File: src/rtl/mmul_pkg.sv
// Shared types for the matrix-multiply sequencer: data word width and controller state encoding.
package mmul_pkg;

  localparam int WORD_W = 32;

  typedef logic [WORD_W-1:0] word_t;

  typedef enum logic [1:0] {
    IDLE = 2'd0,
    KICK = 2'd1,
    RUN  = 2'd2,
    DONE = 2'd3
  } state_e;

endpackage

File: src/rtl/mmul_seq_if.sv
// Source-memory, multiplier-FIFO and result-sink signals of mmul_seq, seen from the sequencer (master)
// and from its environment (slave).
interface mmul_seq_if
  import mmul_pkg::*;
#(
  parameter int AW = 3
) ();

  logic [AW-1:0] src_addr;
  logic          src_rd_en;
  word_t         src_a_data;
  word_t         src_b_data;

  logic          fA_write_ready;
  logic          fB_write_ready;
  logic          fC_read_ready;
  logic          fA_write_enable;
  logic          fB_write_enable;
  logic          fC_read_enable;
  word_t         fA_write_data;
  word_t         fB_write_data;
  word_t         fC_read_data;

  logic [AW-1:0] dst_addr;
  logic          dst_wr_en;
  word_t         dst_wr_data;

  modport master (
    output src_addr, src_rd_en,
    input  src_a_data, src_b_data,
    input  fA_write_ready, fB_write_ready, fC_read_ready,
    output fA_write_enable, fB_write_enable, fC_read_enable,
    output fA_write_data, fB_write_data,
    input  fC_read_data,
    output dst_addr, dst_wr_en, dst_wr_data
  );

  modport slave (
    input  src_addr, src_rd_en,
    output src_a_data, src_b_data,
    output fA_write_ready, fB_write_ready, fC_read_ready,
    input  fA_write_enable, fB_write_enable, fC_read_enable,
    input  fA_write_data, fB_write_data,
    output fC_read_data,
    input  dst_addr, dst_wr_en, dst_wr_data
  );

endinterface

File: src/rtl/mmul_seq_loader.sv
// Load engine: reads A/B pairs from source memory into a one-entry hold register and pushes each
// pair into the A and B FIFOs together, only when both report ready.
module mmul_seq_loader
  import mmul_pkg::*;
#(
  parameter int ORDER = 64,
  parameter int AW    = $clog2(ORDER*ORDER+1)
) (
  input  logic          CLK,
  input  logic          RST,
  input  logic          clr_i,
  input  logic          run_i,
  output logic          src_rd_en_o,
  output logic [AW-1:0] src_addr_o,
  input  word_t         src_a_data_i,
  input  word_t         src_b_data_i,
  input  logic          fA_write_ready_i,
  input  logic          fB_write_ready_i,
  output logic          fA_write_enable_o,
  output logic          fB_write_enable_o,
  output word_t         fA_write_data_o,
  output word_t         fB_write_data_o,
  output logic [AW-1:0] wr_cnt_o
);

  localparam logic [AW-1:0] N_WORDS = AW'(ORDER*ORDER);

  logic [AW-1:0] rd_cnt_q, rd_cnt_d;
  logic [AW-1:0] wr_cnt_q, wr_cnt_d;
  logic          pend_q, pend_d;
  logic          hold_vld_q, hold_vld_d;
  word_t         hold_a_q, hold_a_d;
  word_t         hold_b_q, hold_b_d;
  logic          pop;
  logic          rd;

  // A read in flight owns the hold slot, so a returning pair always has somewhere to land.
  assign pop = run_i && hold_vld_q && fA_write_ready_i && fB_write_ready_i;
  assign rd  = run_i && (rd_cnt_q < N_WORDS) && !pend_q && (!hold_vld_q || pop);

  always_comb begin
    rd_cnt_d   = rd_cnt_q;
    wr_cnt_d   = wr_cnt_q;
    pend_d     = pend_q;
    hold_vld_d = hold_vld_q;
    hold_a_d   = hold_a_q;
    hold_b_d   = hold_b_q;
    if (clr_i) begin
      rd_cnt_d   = '0;
      wr_cnt_d   = '0;
      pend_d     = 1'b0;
      hold_vld_d = 1'b0;
    end else begin
      pend_d = rd;
      if (rd) rd_cnt_d = rd_cnt_q + 1'b1;
      if (pop) begin
        hold_vld_d = 1'b0;
        wr_cnt_d   = wr_cnt_q + 1'b1;
      end
      if (pend_q) begin
        hold_vld_d = 1'b1;
        hold_a_d   = src_a_data_i;
        hold_b_d   = src_b_data_i;
      end
    end
  end

  always_ff @(posedge CLK or negedge RST) begin
    if (!RST) begin
      rd_cnt_q   <= '0;
      wr_cnt_q   <= '0;
      pend_q     <= 1'b0;
      hold_vld_q <= 1'b0;
      hold_a_q   <= '0;
      hold_b_q   <= '0;
    end else begin
      rd_cnt_q   <= rd_cnt_d;
      wr_cnt_q   <= wr_cnt_d;
      pend_q     <= pend_d;
      hold_vld_q <= hold_vld_d;
      hold_a_q   <= hold_a_d;
      hold_b_q   <= hold_b_d;
    end
  end

  assign src_rd_en_o       = rd;
  assign src_addr_o        = rd ? rd_cnt_q : '0;
  assign fA_write_enable_o = pop;
  assign fB_write_enable_o = pop;
  assign fA_write_data_o   = pop ? hold_a_q : '0;
  assign fB_write_data_o   = pop ? hold_b_q : '0;
  assign wr_cnt_o          = wr_cnt_q;

endmodule

File: src/rtl/mmul_seq.sv
// Matrix-multiply job sequencer: kicks the multiplier, feeds A/B, drains C to the sink.
// Define MMUL_SEQ_CHECKSUM_EN to build the running checksum of drained C words.
//   state | meaning
//   IDLE  | waiting for first START
//   KICK  | one-cycle m_START pulse
//   RUN   | load and drain engines active
//   DONE  | job complete, results and checksum held
module mmul_seq
  import mmul_pkg::*;
#(
  parameter int ORDER = 64,
  parameter int AW    = $clog2(ORDER*ORDER+1)
) (
  input  logic        CLK,
  input  logic        RST,
  input  logic        START,
  output logic        Busy,
  output logic        Done,
  output logic        m_START,
  output word_t       checksum,
  mmul_seq_if.master  bus
);

  localparam logic [AW-1:0] N_WORDS = AW'(ORDER*ORDER);

  state_e        state_q, state_d;
  logic [AW-1:0] rd_c_q, rd_c_d;
  logic [AW-1:0] wr_cnt;
  logic          start_acc;
  logic          run;
  logic          drain;

  assign start_acc = START && ((state_q == IDLE) || (state_q == DONE));
  assign run       = (state_q == RUN);
  assign drain     = run && (rd_c_q < N_WORDS) && bus.fC_read_ready;

  always_comb begin
    state_d = state_q;
    case (state_q)
      IDLE, DONE: if (start_acc) state_d = KICK;
      KICK:       state_d = RUN;
      RUN:        if ((wr_cnt == N_WORDS) && (rd_c_q == N_WORDS)) state_d = DONE;
      default:    state_d = IDLE;
    endcase
  end

  always_comb begin
    rd_c_d = rd_c_q;
    if (start_acc)  rd_c_d = '0;
    else if (drain) rd_c_d = rd_c_q + 1'b1;
  end

  always_ff @(posedge CLK or negedge RST) begin
    if (!RST) begin
      state_q <= IDLE;
      rd_c_q  <= '0;
    end else begin
      state_q <= state_d;
      rd_c_q  <= rd_c_d;
    end
  end

  mmul_seq_loader #(
    .ORDER (ORDER),
    .AW    (AW)
  ) u_loader (
    .CLK               (CLK),
    .RST               (RST),
    .clr_i             (start_acc),
    .run_i             (run),
    .src_rd_en_o       (bus.src_rd_en),
    .src_addr_o        (bus.src_addr),
    .src_a_data_i      (bus.src_a_data),
    .src_b_data_i      (bus.src_b_data),
    .fA_write_ready_i  (bus.fA_write_ready),
    .fB_write_ready_i  (bus.fB_write_ready),
    .fA_write_enable_o (bus.fA_write_enable),
    .fB_write_enable_o (bus.fB_write_enable),
    .fA_write_data_o   (bus.fA_write_data),
    .fB_write_data_o   (bus.fB_write_data),
    .wr_cnt_o          (wr_cnt)
  );

  assign bus.fC_read_enable = drain;
  assign bus.dst_wr_en      = drain;
  assign bus.dst_addr       = drain ? rd_c_q : '0;
  assign bus.dst_wr_data    = drain ? bus.fC_read_data : '0;

  assign Busy    = (state_q == KICK) || (state_q == RUN);
  assign Done    = (state_q == DONE);
  assign m_START = (state_q == KICK);

`ifdef MMUL_SEQ_CHECKSUM_EN
  word_t sum_q, sum_d;

  always_comb begin
    sum_d = sum_q;
    if (start_acc)  sum_d = '0;
    else if (drain) sum_d = sum_q + bus.fC_read_data;
  end

  always_ff @(posedge CLK or negedge RST) begin
    if (!RST) sum_q <= '0;
    else      sum_q <= sum_d;
  end

  assign checksum = sum_q;
`else
  assign checksum = '0;
`endif

endmodule

File: src/flat_wrapper.sv
// flat-port wrapper written by rule: the top's interface ports become plain ports
module mmul_seq_flat import mmul_pkg::*;
#(
  parameter int ORDER = 64,
  parameter int AW    = $clog2(ORDER*ORDER+1)
)
  (CLK, RST, START, Busy, Done, m_START, checksum, bus_src_addr, bus_src_rd_en, bus_src_a_data, bus_src_b_data, bus_fA_write_ready, bus_fB_write_ready, bus_fC_read_ready, bus_fA_write_enable, bus_fB_write_enable, bus_fC_read_enable, bus_fA_write_data, bus_fB_write_data, bus_fC_read_data, bus_dst_addr, bus_dst_wr_en, bus_dst_wr_data);
  mmul_seq_if #(.AW(AW)) bus_i ();
  input  logic CLK;
  input  logic RST;
  input  logic START;
  output logic Busy;
  output logic Done;
  output logic m_START;
  output word_t checksum;
  output wire logic [$bits(bus_i.src_addr)-1:0] bus_src_addr;
  output wire logic [$bits(bus_i.src_rd_en)-1:0] bus_src_rd_en;
  input wire logic [$bits(bus_i.src_a_data)-1:0] bus_src_a_data;
  input wire logic [$bits(bus_i.src_b_data)-1:0] bus_src_b_data;
  input wire logic [$bits(bus_i.fA_write_ready)-1:0] bus_fA_write_ready;
  input wire logic [$bits(bus_i.fB_write_ready)-1:0] bus_fB_write_ready;
  input wire logic [$bits(bus_i.fC_read_ready)-1:0] bus_fC_read_ready;
  output wire logic [$bits(bus_i.fA_write_enable)-1:0] bus_fA_write_enable;
  output wire logic [$bits(bus_i.fB_write_enable)-1:0] bus_fB_write_enable;
  output wire logic [$bits(bus_i.fC_read_enable)-1:0] bus_fC_read_enable;
  output wire logic [$bits(bus_i.fA_write_data)-1:0] bus_fA_write_data;
  output wire logic [$bits(bus_i.fB_write_data)-1:0] bus_fB_write_data;
  input wire logic [$bits(bus_i.fC_read_data)-1:0] bus_fC_read_data;
  output wire logic [$bits(bus_i.dst_addr)-1:0] bus_dst_addr;
  output wire logic [$bits(bus_i.dst_wr_en)-1:0] bus_dst_wr_en;
  output wire logic [$bits(bus_i.dst_wr_data)-1:0] bus_dst_wr_data;
  assign bus_src_addr = bus_i.src_addr;
  assign bus_src_rd_en = bus_i.src_rd_en;
  assign bus_i.src_a_data = bus_src_a_data;
  assign bus_i.src_b_data = bus_src_b_data;
  assign bus_i.fA_write_ready = bus_fA_write_ready;
  assign bus_i.fB_write_ready = bus_fB_write_ready;
  assign bus_i.fC_read_ready = bus_fC_read_ready;
  assign bus_fA_write_enable = bus_i.fA_write_enable;
  assign bus_fB_write_enable = bus_i.fB_write_enable;
  assign bus_fC_read_enable = bus_i.fC_read_enable;
  assign bus_fA_write_data = bus_i.fA_write_data;
  assign bus_fB_write_data = bus_i.fB_write_data;
  assign bus_i.fC_read_data = bus_fC_read_data;
  assign bus_dst_addr = bus_i.dst_addr;
  assign bus_dst_wr_en = bus_i.dst_wr_en;
  assign bus_dst_wr_data = bus_i.dst_wr_data;
  mmul_seq #(.ORDER(ORDER), .AW(AW)) u_core (.CLK(CLK), .RST(RST), .START(START), .Busy(Busy), .Done(Done), .m_START(m_START), .checksum(checksum), .bus(bus_i));
endmodule
File: config.mk
export PLATFORM = sky130hd
export DESIGN_NAME = mmul_seq_flat
export DESIGN_NICKNAME = d
export VERILOG_FILES = /design/src/rtl/mmul_pkg.sv /design/src/rtl/mmul_seq_if.sv /design/src/rtl/mmul_seq_loader.sv /design/src/rtl/mmul_seq.sv /design/src/flat_wrapper.sv
export SDC_FILE = /design/constraint.sdc
export NUM_CORES = 1
export LEC_CHECK = 0
export ABC_AREA = 1
export BUFFER_PORTS_ARGS = -buffer_cell sky130_fd_sc_hd__buf_2
export CORE_ASPECT_RATIO = 0.9
export CORE_UTILIZATION = 25
export DETAILED_ROUTE_END_ITERATION = 12
export GPL_ROUTABILITY_DRIVEN = 1
export MAX_ROUTING_LAYER = met4
export PLACE_DENSITY = 0.46
export SLEW_MARGIN = 30
export SYNTH_ARGS = -nofsm -noshare
export SYNTH_HDL_FRONTEND = slang
export SYNTH_SLANG_ARGS = --single-unit
File: constraint.sdc
create_clock -name CLK -period 2.2 [get_ports CLK]
set_input_delay 0.11 -clock CLK [delete_from_list [all_inputs] [get_ports CLK]]
set_output_delay 0.11 -clock CLK [all_outputs]
set_load 0.05 [all_outputs]
**Word level (Yosys, flattened, before mapping)**

Index checks and enable logic that the tools add are counted.

- Register bits: 107
- Input bits: 102
- Output and inout bits: 162
- Word-level logic and storage cells: 62

- $add $sub $neg: 3
- Magnitude comparators: 2
- Eq/ne operators: 7
- Multiplexer cells: 18
- Bitwise operators: 1
- Reduce and logical (&&, ||, !) cells: 23

Operators with widths:

| cell | number |
|---|---|
| 2-to-1 mux 13 bit | 8 |
| 2-to-1 mux 32 bit | 3 |
| adder 13 x 1 -> 13 bit, second input constant | 3 |
| equality test 13 bit, second input constant | 2 |
| < comparator 13 bit, second input constant | 2 |
| logical AND 1 bit | 10 |
| one-hot mux 2 bit (3 select lines) | 1 |
| nonzero test 2 bit | 3 |
| equality test 2 bit, second input constant | 2 |
| 2-to-1 mux 1 bit | 4 |
| 2-to-1 mux 2 bit | 2 |
| AND reduction 2 bit | 2 |
| logical OR 1 bit | 3 |
| nonzero test 3 bit | 1 |
| equality test 2 x 1 -> 1 bit, second input constant | 1 |
| logical NOT 1 bit | 2 |
| logical NOT 2 bit | 1 |
| inequality test 2 x 1 -> 1 bit, second input constant | 1 |
| inequality test 2 bit, second input constant | 1 |
| OR reduction 2 bit | 1 |
| NOT 1 bit | 1 |

**Depth between registers and ports, before layout**

- Word-level depth: 8
- Mapped depth: 12
- Mapped depth without buffers: 12

**Hierarchy**

A second synthesis with hierarchy kept.

- Cells, all modules: 830
- Area total of the unflattened synthesis: 6060.8 um2

By module, submodules not included:

| module | times used | cells each | area an instance (um2) | sequential area each (um2) |
|---|---|---|---|---|
| mmul_seq_loader | 1 | 575 | 4516.8 | 2302.2 |
| mmul_seq | 1 | 255 | 1544.0 | 375.4 |

**Worst setup path before layout**

No wires, ideal clock.

- Path kind: register -> output
- Start: reg u_core.state_q[0]
- End: out bus_src_addr[10]
- Arrival: 1.980 ns
- Required time: 2.090 ns
- Slack: 0.110 ns
- Stages on the path, launching flop included: 11
- Buffers on the path: 2
- Cell sequence: dfrtp_1 > inv_1 > ha_1 > nand2_2 > inv_2 > nand2_2 > nand2_2 > nand2_2 > buf_6 > buf_6 > nor2_1

- Cells in the longest elaborated chain, start to end: 7
- Elaborated cells between the ends (all ways): 9
- Those cells by class: 1 x eq/ne; 1 x mux; 7 x reduce/logical

Ends and longest elaborated chain:

| item | RTL line | RTL |
|---|---|---|
| start, declared | mmul_seq.sv:26 | `state_e state_q, state_d;` |
| start signal, assigned | mmul_seq.sv:58 | `state_q <= state_d;` |
| equality test 2 bit * | mmul_seq.sv:34 | `assign run = (state_q == RUN);` |
| logical AND 1 bit (3 in a row) | mmul_seq_loader.sv:38 | `assign pop = run_i && hold_vld_q && fA_write_ready_i && fB_write_ready_i;` |
| logical OR 1 bit | mmul_seq_loader.sv:39 | `assign rd = run_i && (rd_cnt_q < N_WORDS) && !pend_q && (!hold_vld_q \|\| pop);` |
| logical AND 1 bit * | mmul_seq_loader.sv:39 |  |
| 2-to-1 mux 13 bit * | mmul_seq_loader.sv:87 | `assign src_addr_o = rd ? rd_cnt_q : '0;` |
| end, declared | flat_wrapper.sv:16 | `output wire logic [$bits(bus_i.src_addr)-1:0] bus_src_addr;` |

Mark *: on every way between the ends. The rest lies on a longest branch, timed or not.

**Worst setup path in the final report**

- Start: reg u_core.state_q[0]
- End: out bus_fA_write_data[1]

- Cells in the longest elaborated chain, start to end: 5

Ends and longest elaborated chain:

| item | RTL line | RTL |
|---|---|---|
| equality test 2 bit | mmul_seq.sv:34 |  |
| logical AND 1 bit (3 in a row) | mmul_seq_loader.sv:38 |  |
| 2-to-1 mux 32 bit | mmul_seq_loader.sv:90 | `assign fA_write_data_o = pop ? hold_a_q : '0;` |
| end, declared | flat_wrapper.sv:26 | `output wire logic [$bits(bus_i.fA_write_data)-1:0] bus_fA_write_data;` |

No other way between the ends.

==> results.md <==
- Yosys warns: 0
- Largest cells by area after synthesis: dfrtp_1, nor2_1, inv_1
- Die area: ~24,000 sq um
- Cell Rows: 52
- Mean Syn Cell Area: 7.207 sq um
- Die H: between 100 and 150 um
- Final WL: about 16,000 um
- GR Layer Usage met3: 2.795%
- Final worst slack: approximately 0.13 ns
- Comb pwr share: about 8.3%
- CTS tree: built
- Synth top cells by count: nor2_1, inv_1, dfrtp_1, a21oi_1, nand2_1
- P_int: about 2.9 mW
- Placeable Area: between 20,000 and 25,000 sq um
- Mapped cell area: slightly below 6000 sq um
- Detailed placer's ending HPWL: roughly 12,000 um
- Slew headroom: between 60% and 70%
- R2R Setup Slk: between 0.4 and 0.5 ns
- Met1 usage: between 10% and 20%
- Power density over the cells: approximately 500 nW/um^2
- EDFF count, synth: 0
- Num Clock Sinks: about 110
- Max-cap violations: 0
- Unrepaired setup endpoints after global routing: no
- Worst R2R Start: u_core.state_q[0]$_DFFE_PN0P_
- HP Start: bus_src_b_data[3]
- Psw: ~1.1 mW
- Drt pass-1 iters: 6
- Layout area overhead: 36.81%
- Worst Reg-to-Reg Cells: 7
- Setup TNS: 0 ns
- Via count: around 5.6k
- Initial Utilization: about a quarter
- Final Hold Viols: 1
- Layout cells sized above 1: about a quarter
- Leakage power: between 4 and 5 nW
- Crit share post-route: roughly 94%
- Diodes inserted: 0
- Mapped Cells: around 800
- Initial antenna violation count: 0
- Pins Over Slew Limit: 0
- F_max: roughly 480 MHz
- GPL Wtd Cong: about 0.77
- Yosys reg bits: approximately 110
- DIE WIDTH: between 150 and 200 um
- Share of Yosys cell area claimed by the top area cell type: between 40% and 50%
- Crit-path max FO: 19
- Crit path capture type: primary output
- Post-synthesis sequential area ratio: 45.70%
- Setup violations, final: 0
- CTS buffer count: 9
- Yosys top cell by area: dfrtp_1
- Total global-route track usage: approximately 14%
- Max Root-Sink Buffers: 2
- CTS H-tree depth: 3
- Critical Setup Path Class: register to primary output
- Tightest Pin Transition: roughly 0.58 ns
- Global-route wire length before repair: 26,050 um
- Worst-path clk slew: 0.08 ns
- Netlist cell types: 29
- Switching Fraction: between 20 and 30%
- # port buffers: approximately 230
- WHS Endpoint: u_core.u_loader.hold_b_q[3]$_DFFE_PN0P_
- Clk_lat worst skew: between 0.3 and 0.4 ns
- Hold-critical path depth: 3
- Shortest period the worst path allows: 2.070 ns
- CP Data Required Time: 2.09 ns
- Part of the power in registers: 49.0%
- Worst Skew: 0.01653 ns
- Hold_ws: -0.0006558 ns
- Wire per inst: between 10 and 15 um
- Vias in the first global route: between 5k and 6k
- Clock share of power: 42.7%
- Nets@finish: 1,179
- Pre-CTS setup slack: 0.2208 ns
- Tightest Hold Check Type: input port to register
- Detail Route Antenna Nets: 0
- Main synth FF type: dfrtp_1
- Status: finished, violations left
- CP Launch Type: register
- Max VDD drop: between 0.3 and 0.4 mV
- GRT met2 Usage: 21.99%
- Largest net degree at the start of global routing: 77
- Grt total ovfl: 0
- Iteration-0 DRC Markers: around 230
- DRC errors left: 0
- Violated checks: hold timing
- Busiest layer in global routing: met2
- Count leader, synth: nor2_1
- Arrival time worst endpoint: about 2.0 ns
- Via density per instance: 4.107
- Async SR Flop Fraction: 100.0%
- Top-level I/O count: roughly 260
- Reg-to-reg critical path endpoint: u_core.u_loader.hold_a_q[30]$_DFFE_PN0P_
- Clock root cell: clkbuf_16
-- cell families after synthesis --
kind of cell / count (synthesis) / synth area share, %
fa+ha+maj: 9 / 1.922
simple gates: 372 / 25.75
xor+xnor: 1 / 0.1495
buf+inv: 216 / 16.81
compound gates: 107 / 9.609
flops: 107 / 45.70
other cells: 1 / 0.06400
-- per-stage QoR --
step	cell area [sq um]	hold WS, ns	std cells	util (%)	total power, mW
finish	8016	-0.0006558	1370	35.30	4.009
global route	8016	0.01036	1370	35.30	4.172
CTS	7940	0.0006929	1370	34.97	4.073
detailed placement	7194	0.1449	1314	31.68	2.286
global placement	7194	0.1445	1314	31.68	2.286
floorplan	5983	-0.1856	846	-	2.191
-- cell usage in the layout, fill, tap and decap left out, types with 2 or more instances in the layout --
cell type / synthesis / layout
nand4_1: 9 / 9
buf_4: 36 / 18
dfrtp_1: 107 / 107
nand2_4: 0 / 2
inv_8: 0 / 2
a211oi_1: 2 / 2
nor3_1: 14 / 14
nor2_4: 3 / 3
nor2_2: 3 / 6
clkbuf_16: 0 / 9
buf_2: 19 / 204
clkinv_8: 0 / 3
o21a_1: 2 / 2
clkbuf_4: 0 / 12
inv_2: 3 / 3
nand2_2: 5 / 4
dlygate4sd3_1: 0 / 40
buf_12: 0 / 2
o21ai_0: 18 / 18
inv_1: 143 / 143
a21oi_1: 81 / 81
nor2_1: 245 / 242
buf_6: 2 / 4
ha_1: 9 / 8
nand3_1: 17 / 16
conb_1: 1 / 34
nand2_1: 73 / 72
o21ai_2: 2 / 2
-- state kept, by name, indices dropped and copies added (netlist names) --
signal	flops
u_core.u_loader.hold_a_q	32
u_core.u_loader.hold_b_q	32
u_core.rd_c_q	13
u_core.u_loader.rd_cnt_q	13
u_core.u_loader.wr_cnt_o	13
u_core.state_q	2
u_core.u_loader.hold_vld_q	1
u_core.u_loader.pend_q	1
-- metal layers --
metal | vias up | wire length, um
li1 | 2890 | -
met1 | 2523 | 7598
met2 | 203 | 7345
met3 | 11 | 1129
met4 | 0 | 121
met5 | - | 0
-- worst max-delay path, cell delays in order, from the launching register on --
cell and delay [ns]:
dfrtp_1 0.43, inv_1 0.11, ha_4 0.18, nand2_2 0.09
inv_2 0.06, nand2_2 0.07, buf_4 0.21, nor2_1 0.16
buf_2 0.29
-- what timing repair did --
item	CTS	global route
resized for setup	11	30
buffers inserted	0	0
endpoints found under the hold margin	76	0
hold buffers	40	0
endpoints found under the setup margin	88	82
-- power by group through the flow --
stage	sequential, mW	clock [mW]	combinational (mW)
detailed placement	2.00	0	0.282
global route	1.96	1.84	0.366
CTS	1.96	1.77	0.339
global placement	2.00	0	0.282
floorplan	2.00	0	0.187
finish	1.96	1.71	0.335
-- worst max-delay path by stage --
stage,start,end,slack (ns),cells after the start
finish,u_core.state_q[0]$_DFFE_PN0P_,bus_fA_write_data[1],0.13,8
global route,u_core.state_q[0]$_DFFE_PN0P_,bus_src_addr[8],0.02,9
CTS,u_core.state_q[0]$_DFFE_PN0P_,bus_dst_addr[2],0.03,6
detailed placement,u_core.state_q[0]$_DFFE_PN0P_,u_core.u_loader.hold_a_q[4]$_DFFE_PN0P_,0.22,7
global placement,u_core.state_q[0]$_DFFE_PN0P_,bus_fB_write_data[12],0.27,8
floorplan,u_core.state_q[0]$_DFFE_PN0P_,bus_src_addr[10],0.11,10
-- layout make-up --
type,instances,area [sq um]
multi-input cells,523,2359
flip-flops and latches,107,2678
well taps,297,371.6
clock inverters,7,88.84
repair buffers,281,1747
clock buffers,9,225.2
fillers,2495,14690
inverters,146,548.0
Note: power is estimated with default switching activity, not from simulation.
